===== config.mk =====
export PLATFORM = sky130hd
export DESIGN_NAME = rollback_seq
export DESIGN_NICKNAME = d
export VERILOG_FILES = /design/src/rtl/rollback_seq.sv
export SDC_FILE = /design/constraint.sdc
export NUM_CORES = 1
export LEC_CHECK = 0
export ABC_AREA = 1
export BUFFER_PORTS_ARGS = -buffer_cell sky130_fd_sc_hd__buf_2
export CELL_PAD_IN_SITES_DETAIL_PLACEMENT = 0
export CELL_PAD_IN_SITES_GLOBAL_PLACEMENT = 2
export CORE_ASPECT_RATIO = 1.25
export CORE_MARGIN = 2
export CORE_UTILIZATION = 33
export CTS_BUF_LIST = sky130_fd_sc_hd__clkbuf_8
export DETAILED_ROUTE_END_ITERATION = 12
export PLACE_DENSITY_LB_ADDON = 0.12
export SYNTH_ARGS = -nofsm -noshare
export SYNTH_HDL_FRONTEND = slang
export SYNTH_SLANG_ARGS = --single-unit

===== constraint.sdc =====
create_clock -name clk -period 14.9 [get_ports clk]
set_input_delay 2.98 -clock clk [delete_from_list [all_inputs] [get_ports clk]]
set_output_delay 2.98 -clock clk [all_outputs]
set_load 0.05 [all_outputs]

===== src/rtl/rollback_seq.sv =====
// Rollback sequencer: arbitrates exe/com redirect requests, walks the in-flight opid
// window youngest-first emitting rollback beats, then pulses one redirect to fetch.
module rollback_seq #(
  parameter int RW  = 2,
  parameter int IDW = 15
) (
  input  logic                     clk,
  input  logic                     rst,
  input  logic                     exe_req,
  input  logic [IDW:0]             exe_opid,
  input  logic [63:0]              exe_npc,
  input  logic                     com_req,
  input  logic [IDW:0]             com_opid,
  input  logic [63:0]              com_npc,
  input  logic [IDW-1:0]           head_opid,
  input  logic [IDW-1:0]           tail_opid,
  input  logic                     rb_ready,
  output logic [RW-1:0]            rb_valid,
  output logic [RW-1:0][IDW-1:0]   rb_opid,
  output logic                     red_valid,
  output logic [63:0]              red_npc,
  output logic [IDW:0]             red_opid,
  output logic                     busy
);

  typedef enum logic [1:0] {S_IDLE, S_WALK, S_REDIR} state_t;

  localparam logic [IDW-1:0] RW_W = IDW'(RW);

  state_t         r_state;
  logic [IDW-1:0] r_wp;
  logic [IDW-1:0] r_tgt;
  logic [63:0]    r_npc;
  logic [IDW:0]   r_opid;
  logic           r_incl;

  logic [IDW-1:0] w_inflight;
  logic [IDW-1:0] w_exe_age;
  logic [IDW-1:0] w_com_age;
  logic           w_exe_ok;
  logic           w_com_ok;
  logic           w_pick_com;
  logic           w_req_ok;
  logic [IDW:0]   w_req_opid;
  logic [IDW-1:0] w_req_tgt;
  logic [63:0]    w_req_npc;
  logic           w_req_incl;
  logic [IDW-1:0] w_req_age;
  logic [IDW-1:0] w_tgt_age;
  logic           w_older;
  logic           w_retgt;
  logic [IDW-1:0] w_rem;
  logic [IDW-1:0] w_emit;
  logic [IDW-1:0] w_wp_beat;
  logic [IDW-1:0] w_new_tgt;
  logic           w_new_incl;
  logic [IDW-1:0] w_rem_next;
  logic [IDW-1:0] w_acc_wp;
  logic [IDW-1:0] w_acc_rem;

  // Ages are measured from head so that ordering survives opid wrap-around.
  assign w_inflight = tail_opid - head_opid;
  assign w_exe_age  = exe_opid[IDW-1:0] - head_opid;
  assign w_com_age  = com_opid[IDW-1:0] - head_opid;
  assign w_exe_ok   = exe_req && exe_opid[IDW] && (w_exe_age < w_inflight);
  assign w_com_ok   = com_req && com_opid[IDW] && (w_com_age < w_inflight);
  assign w_pick_com = w_com_ok && (!w_exe_ok || (w_com_age <= w_exe_age));
  assign w_req_ok   = w_exe_ok || w_com_ok;

  assign w_req_opid = w_pick_com ? com_opid : exe_opid;
  assign w_req_npc  = w_pick_com ? com_npc  : exe_npc;
  assign w_req_incl = w_pick_com;
  assign w_req_tgt  = w_req_opid[IDW-1:0];
  assign w_req_age  = w_pick_com ? w_com_age : w_exe_age;
  assign w_tgt_age  = r_tgt - head_opid;
  assign w_older    = w_req_ok && (w_req_age < w_tgt_age);
  assign w_retgt    = (r_state != S_IDLE) && w_older;

  // Remaining entries: wp down to just above the target (exclusive) or to the
  // target itself (inclusive). Reaches exactly 0 when the walk completes.
  assign w_rem      = r_wp - r_tgt + IDW'(r_incl);
  assign w_emit     = (w_rem > RW_W) ? RW_W : w_rem;
  assign w_wp_beat  = (r_state == S_WALK && rb_ready) ? (r_wp - w_emit) : r_wp;
  assign w_new_tgt  = w_retgt ? w_req_tgt  : r_tgt;
  assign w_new_incl = w_retgt ? w_req_incl : r_incl;
  assign w_rem_next = w_wp_beat - w_new_tgt + IDW'(w_new_incl);

  assign w_acc_wp   = tail_opid - IDW'(1);
  assign w_acc_rem  = w_acc_wp - w_req_tgt + IDW'(w_req_incl);

  always_ff @(posedge clk or posedge rst) begin
    if (rst) begin
      r_state <= S_IDLE;
      r_wp    <= '0;
      r_tgt   <= '0;
      r_npc   <= '0;
      r_opid  <= '0;
      r_incl  <= 1'b0;
    end else begin
      case (r_state)
        S_IDLE: begin
          if (w_req_ok) begin
            r_tgt   <= w_req_tgt;
            r_npc   <= w_req_npc;
            r_opid  <= w_req_opid;
            r_incl  <= w_req_incl;
            r_wp    <= w_acc_wp;
            r_state <= (w_acc_rem == '0) ? S_REDIR : S_WALK;
          end
        end
        S_WALK, S_REDIR: begin
          r_wp <= w_wp_beat;
          if (w_retgt) begin
            r_tgt  <= w_req_tgt;
            r_npc  <= w_req_npc;
            r_opid <= w_req_opid;
            r_incl <= w_req_incl;
          end
          // A REDIR cycle without a retarget has delivered its pulse.
          if (w_retgt || r_state == S_WALK)
            r_state <= (w_rem_next == '0) ? S_REDIR : S_WALK;
          else
            r_state <= S_IDLE;
        end
        default: r_state <= S_IDLE;
      endcase
    end
  end

  generate
    for (genvar gi = 0; gi < RW; gi++) begin : g_lane
      assign rb_valid[gi] = (r_state == S_WALK) && (IDW'(gi) < w_emit);
      assign rb_opid[gi]  = rb_valid[gi] ? (r_wp - IDW'(gi)) : '0;
    end
  endgenerate

  assign red_valid = (r_state == S_REDIR) && !w_retgt;
  assign red_npc   = r_npc;
  assign red_opid  = r_opid;
  assign busy      = (r_state != S_IDLE);

endmodule


==> qor.txt, run 1 <==
Worst Skew: 0.0164 ns
Post-CTS Hold Buffers: 0
Combinational power share: 77.9%
Die H: 231 um
Row count: 83
Rel. slew slack: 32.4%
Inst Count DP: 2877
WL per Instance: 17.1 um
Fmax: 78.7 MHz
Buffers added on ports: 308
Worst setup EP type: primary output
Fin nets: 2751
First DRT Iteration DRCs: 693
Synth Area per Inst: 6.68 um^2
CTS tree: built
Status: finished, final reports clean
Initial antenna violation count: 9
Worst path most repeated cell: nand2_1
Core Region: 40900 um^2
Max-cap violations: 0
CP max stage cell: inv_2
FF+latch count, synth: 113
RSZ-0062 raised after global routing: no
Number of flops mapped to enable cells by yosys: 0
Fin crit share: 85.3%
P_leak: 8.79 nW
First-pass GRT wire length: 76.7 mm
Minimum clock period: 12.71 ns
Layout Cells excl Fill: 2918
Cts bufs inserted: 17
Number of global-route vias before repair: 14478
Final Util: 39.7%
CTS Sinks: 113
Die area: 43000 um^2
Gr ovfl total: 0
Largest net degree at the start of global routing: 93
Effective utilization at floorplan: 33.4%
Die X-Extent: 186 um
WS Path Type: primary input to primary output
Critical Path RT: 11.92 ns
Pwr/cell area: 256 nW/um^2
Worst IR Drop VDD: 167 uV
Antenna-violating nets left: 0
GR Util All Layers: 23.5%
DR pass1 iterations: 7
Int Pwr: 1.68 mW
Worst-Margin Slew: 1.01 ns
Synth-to-layout area growth: 19.0%
CTS Root Cell: clkbuf_8
Library cells used by synthesis: 48
Overall Power: 4.15 mW
Yosys warnings: 0
Placer congestion estimate: 0.883
Final worst slack: 2.19 ns
Setup repair bufs after CTS: 0
Clock power share: 8.0%
Share of cells above drive strength 1: 16.3%
Async set-reset flop share out of synthesis: 100%
Pre-CTS setup slack: 2.12 ns
Dpl cell area: 15800 um^2
Hold Slack: 0.470 ns
HP Class: register to register
Mapped Area: 13600 um^2
Register area share after synthesis: 20.7%
Crit path max fanout: 54
Via density: 4.90
Critical path data arrival time: 9.73 ns
Final Hold Viols: 0
Crit-path max cell delay: 0.50 ns
PostCTS Resize Cnt: 0
DRC errors left: 0
Clk buf depth: 2
Total vias in the final route: 14311
Clock latency on the worst-skew pair: 0.48 ns
Final setup violation count: 0
Worst setup SP type: primary input
Clock-pin slew on the worst setup and hold paths: 0.07 ns
Switching Fraction: 59.6%
H-tree levels: 4
Final WL: 49.9 mm
Slew Limit Fails: 0
IO Pins: 309
Post-DP HPWL: 41.7 mm
Psw: 2.48 mW
Top_reg_cell synth: dfrtp_1
Fin Setup TNS: 0 ns
Seq pwr share: 14.1%
Reg-to-reg slack, setup: 7.12 ns
Post-Syn Instances: 2044
Cell area after layout: 16200 um^2
==> kinds of logic after synthesis <==
group,after synthesis,synth area share (%)
AND/OR/NAND/NOR,936,28.2
flip-flops,113,20.7
other,1,0.0275
buffers and inverters,312,8.87
multiplexers,1,0.0733
XOR/XNOR,114,7.32
AO/OA/AOI/OAI,355,14.9
adder cells (fa/ha/maj),212,19.9
==> worst max-delay path: cells and delay by family <==
kind	cells	cell delay, ns
buf+inv	8	1.77
xor+xnor	1	0.34
compound gates	4	0.56
simple gates	17	2.92
fa+ha+maj	3	1.08
==> placed cells by master (no fill, tap or decap), drive strengths merged, types with 3 or more instances in the layout <==
cell type / count
a211oi: 6
a21o: 5
a21oi: 128
a31oi: 73
buf: 320
bufinv: 4
clkbuf: 17
clkinvlp: 5
conb: 12
dfrtp: 113
diode: 10
fa: 8
ha: 204
inv: 266
nand2: 548
nand3: 90
nand3b: 7
nand4: 25
nor2: 211
nor3: 17
nor4: 12
o211ai: 7
o21a: 3
o21ai: 102
o21bai: 19
o31ai: 3
or2: 20
xnor2: 26
xor2: 88
==> Yosys cell counts, types with 2 or more instances <==
cell,n,area (um^2)
fa_1,8,160
dfrtp_1,113,2830
nand2_1,545,2050
a31o_2,2,17.5
nor4_1,12,75.1
nand2_2,3,18.8
a211oi_1,6,45.0
nor3b_1,2,15.0
nand4_1,25,156
nand3_2,2,20.0
o21ai_0,97,485
inv_2,4,15.0
a221oi_1,2,17.5
buf_2,17,85.1
a21o_1,5,37.5
o21bai_1,18,135
and2_1,2,12.5
o211ai_1,7,52.6
nand3b_1,7,52.6
nand3_1,88,440
xnor2_1,26,228
clkbuf_1,30,113
a21oi_2,2,17.5
ha_1,204,2550
nor2_1,211,792
a21oi_1,125,626
or2_2,19,119
a31oi_1,73,457
o21ai_1,5,25.0
xor2_1,88,771
buf_6,2,22.5
nor3_1,17,85.1
o31ai_1,3,22.5
inv_1,258,968
o21a_1,3,22.5
==> worst paths after layout <==
| check | start | cells past startpoint | to |
|---|---|---|---|
| max | head_opid[9] | 33 | red_valid |
| min | red_opid[15] | 1 | red_opid[15] |
| max in group asynchronous | rst | 3 | red_npc[53] |
| min in group asynchronous | rst | 2 | red_npc[23] |
| max reg2reg | r_tgt[0] | 51 | r_state[0] |
| min reg2reg | red_opid[15] | 1 | red_opid[15] |
==> layer usage <==
metal	up-vias	GRT usage, %	wire [um]
met5	-	0	0
met4	0	8.29	1360
met3	55	2.81	1410
met2	243	44.3	26400
met1	6675	26.8	20800
li1	7338	-	-
==> sequential cells by signal, summed over array words and instances, names as in the netlist <==
register and cells:
r_wp 15, r_tgt 15, red_opid 16, r_state 2
r_incl 1, red_npc 64
==> power groups by stage <==
stage | combinational, mW | clock (mW) | sequential (mW)
floorplan | 2.12 | 0 | 0.930
global placement | 3.24 | 0 | 0.588
detailed placement | 3.25 | 0 | 0.591
CTS | 3.26 | 0.338 | 0.587
global route | 3.62 | 0.351 | 0.608
finish | 3.23 | 0.331 | 0.586
==> cell type report <==
cell class | count | area (um^2)
antenna | 10 | 25.0
clock buffer | 17 | 234
clock inverter | 14 | 191
fill | 4607 | 24700
inverter | 262 | 986
multi-input combinational | 1630 | 9660
sequential | 113 | 2830
tap | 552 | 691
timing repair buffer | 320 | 1630
Note: power is estimated with default switching activity, not from simulation.
==> inputs of run 2 (changes only) <==
--- a/config.mk
+++ b/config.mk
@@ -15,6 +15,7 @@
 export CTS_BUF_LIST = sky130_fd_sc_hd__clkbuf_8
 export DETAILED_ROUTE_END_ITERATION = 12
 export PLACE_DENSITY_LB_ADDON = 0.12
+export SKIP_LAST_GASP = 1
 export SYNTH_ARGS = -nofsm -noshare
 export SYNTH_HDL_FRONTEND = slang
 export SYNTH_SLANG_ARGS = --single-unit
==> constraint.sdc (replaced) <==
create_clock -name clk -period 15.3 [get_ports clk]
set_input_delay 3.06 -clock clk [delete_from_list [all_inputs] [get_ports clk]]
set_output_delay 3.06 -clock clk [all_outputs]
set_load 0.05 [all_outputs]
==> run 2 against run 1 <==
  * Sequential share of layout area barely moved
  * Non-clock buffer count fell by 1
  * Global-route usage about the same
  * Count of clock-buffer cells in the layout increased by 2
  * Largest power group unchanged
  * Final cell count decreased by 0.14%
  * Utilization about the same
  * Register-to-register slack improved by 0.40 ns
  * Combinational power down 2%
  * Final area fell by 0.12%
  * Via count shrank 0.11%
  * Clock skew is 0.00054 ns lower
  * Clock power is 6.0% lower
==> qor.txt, run 2 (synthesized netlist as in run 1, its figures left out) <==
Launching point of the worst reg2reg path: r_tgt[0] (unchanged)
HP Class: register to register (unchanged)
Die area: 43000 um^2 (unchanged)
Final WL: 50.1 mm (was 49.9 mm)
Reg-to-Reg End: r_state[0] (unchanged)
Worst setup EP type: primary output (unchanged)
Total vias in the final route: 14295 (was 14311)
Cts bufs inserted: 17 (unchanged)
Critical Path RT: 12.24 ns (was 11.92 ns)
IO Pins: 309 (unchanged)
Fill count: 4542 (was 4607)
Hold Startpoint: red_opid[12] (was red_opid[15])
Row count: 83 (unchanged)
CTS Root Cell: clkbuf_8 (unchanged)
Commonest non-fill, non-tap cell in the layout: nand2_1 (unchanged)
Synth-to-layout area growth: 18.9% (was 19.0%)
Die H: 231 um (unchanged)
Minimum clock period: 12.98 ns
DR WL met3: 926 um (was 1.41 mm)
WL per Instance: 17.2 um (was 17.1 um)
Post-CTS Hold Buffers: 0 (unchanged)
Number of global-route vias before repair: 14288 (was 14478)
Largest net degree at the start of global routing: 79 (was 93)
Gr ovfl total: 0 (unchanged)
CP max stage cell: buf_4 (was inv_2)
R2r worst-path depth: 51 (unchanged)
Reg-to-reg slack, setup: 7.52 ns (was 7.12 ns)
WHS Endpoint: red_opid[12] (was red_opid[15])
First DRT Iteration DRCs: 563 (was 693)
Worst path most repeated cell: nand2_1 (unchanged)
H-tree levels: 4 (unchanged)
Initial antenna violation count: 6 (was 9)
Clock power share: 7.7% (was 8.0%)
Fin Setup TNS: 0 ns (unchanged)
DRC errors left: 0 (unchanged)
Antenna-violating nets left: 0 (unchanged)
Post-DP HPWL: 42.0 mm (was 41.7 mm)
WS Path Type: primary input to primary output (unchanged)
Final Hold Viols: 0 (unchanged)
GR Util All Layers: 23.4% (was 23.5%)
Clock latency on the worst-skew pair: 0.48 ns (about the same)
Rel. slew slack: 39.0% (was 32.4%)
Via density: 4.91 (was 4.90)
Crit path max fanout: 65 (was 54)
Pwr/cell area: 248 nW/um^2 (was 256 nW/um^2)
Worst setup SP type: primary input (unchanged)
Share of cells above drive strength 1: 16.4% (was 16.3%)
RSZ-0062 raised after global routing: no (unchanged)
Worst Skew: 0.0158 ns (was 0.0164 ns)
Fin crit share: 84.8%
Multi-input gate area: 9660 um^2 (unchanged)
Final setup violation count: 0 (unchanged)
Seq pwr share: 14.1% (about the same)
Max-cap violations: 0 (unchanged)
PostCTS Resize Cnt: 0 (unchanged)
Crit-path max cell delay: 0.70 ns (was 0.50 ns)
Hold Crit Depth: 2 (was 1)
Highest routed metal layer: met4 (unchanged)
Placer congestion estimate: 0.899 (was 0.883)
Clock-pin slew on the worst setup and hold paths: 0.07 ns (about the same)
Slew Limit Fails: 0 (unchanged)
CTS tree: built (unchanged)
Status: finished, final reports clean (unchanged)
CTS Sinks: 113 (unchanged)
Critical path data arrival time: 9.92 ns (was 9.73 ns)
Clk buf depth: 2 (unchanged)
Metal-1 WL: 21.3 mm (was 20.8 mm)
Psw: 2.41 mW (was 2.48 mW)
Commonest non-fill, non-tap cells in the layout: nand2_1, buf_2, inv_1 (unchanged)
Number of flip-flops in the largest register: 64 (unchanged)
FF/Latch Area: 2830 um^2 (unchanged)
Overall Power: 4.03 mW (was 4.15 mW)
Cell family with most CP delay: simple AND/OR/NAND/NOR gates (unchanged)
Worst IR Drop VDD: 155 uV (was 167 uV)
P_leak: 8.79 nW (about the same)
Effective utilization at floorplan: 33.4% (unchanged)
Fin nets: 2750 (was 2751)
Fmax: 77.1 MHz
Worst-Margin Slew: 0.915 ns (was 1.01 ns)
Met2 wire len: 26.5 mm (was 26.4 mm)
Die X-Extent: 186 um (unchanged)
Int Pwr: 1.62 mW (was 1.68 mW)
First-pass GRT wire length: 76.4 mm (was 76.7 mm)
Worst Path Buf+Inv: 10 (was 8)
Buffers added on ports: 308 (unchanged)
Combinational power share: 78.2% (was 77.9%)
Setup repair bufs after CTS: 0 (unchanged)
Core Region: 40900 um^2 (unchanged)
DR pass1 iterations: 5 (was 7)
Switching Fraction: 59.7% (was 59.6%)
## run 2: cell count changes in the layout (fill, tap and decap cells not counted), sizes merged, moves of 2 or more
cell and delta:
clkbuf +2, clkinv +4, clkinvlp -2, diode -4, inv -2
## run 2: cell type report
| type | count | share of cell area [%] |
|---|---|---|
| flip-flops and latches | 113 | 17.4 |
| diodes | 6 | 0.0925 |
| clock inverters | 13 | 0.995 |
| clock buffers | 19 | 1.61 |
| well taps | 552 | 4.26 |
| inverters | 262 | 6.08 |
| multi-input cells | 1630 | 59.5 |
| repair buffers | 319 | 10.0 |
## run 2: power by group through the flow
| stage | clock network (mW) | registers [mW] | logic, mW |
|---|---|---|---|
| 2_1_floorplan | 0 | 0.906 | 2.06 |
| 3_3_place_gp | 0 | 0.573 | 3.15 |
| 3_5_place_dp | 0 | 0.575 | 3.16 |
| 4_1_cts | 0.323 | 0.570 | 3.18 |
| 5_1_grt | 0.335 | 0.589 | 3.53 |
| 6_report | 0.311 | 0.569 | 3.15 |
## run 2: how the worst max path moves through the flow
stage,to,slack (ns),cells after the start,from
2_1_floorplan,red_valid,4.39,32,com_opid[0]
3_3_place_gp,red_valid,2.42,37,com_opid[0]
3_5_place_dp,red_valid,2.33,37,com_opid[0]
4_1_cts,red_valid,2.31,37,com_opid[0]
5_1_grt,red_valid,1.69,37,com_opid[0]
6_report,red_valid,2.32,38,com_opid[0]
## run 2: stage by stage
stage / utilization, % / setup WS, ns / std cells / area (um^2) / hold WS [ns]
after floorplan: - / 4.39 / 2055 / 13700 / 0.499
after global placement: 38.6 / 2.42 / 2876 / 15800 / 0.448
after detailed placement: 38.6 / 2.33 / 2876 / 15800 / 0.456
after CTS: 39.6 / 2.31 / 2908 / 16200 / 0.474
after global routing: 39.7 / 1.69 / 2914 / 16200 / 0.494
final: 39.7 / 2.32 / 2914 / 16200 / 0.473
## run 2: worst register-to-register path, delay by kind of cell, from the launching register on
| family | cells | cell delay, ns |
|---|---|---|
| xor+xnor | 2 | 0.16 |
| simple gates | 23 | 2.37 |
| buf+inv | 4 | 0.44 |
| flops | 1 | 0.39 |
| compound gates | 16 | 2.51 |
| fa+ha+maj | 6 | 1.81 |
## run 2: metal layers
layer / up-vias / track usage (%)
met1: 6724 / 27.0
met4: 0 / 7.92
met5: - / 0
li1: 7325 / -
met2: 194 / 44.4
met3: 52 / 2.36
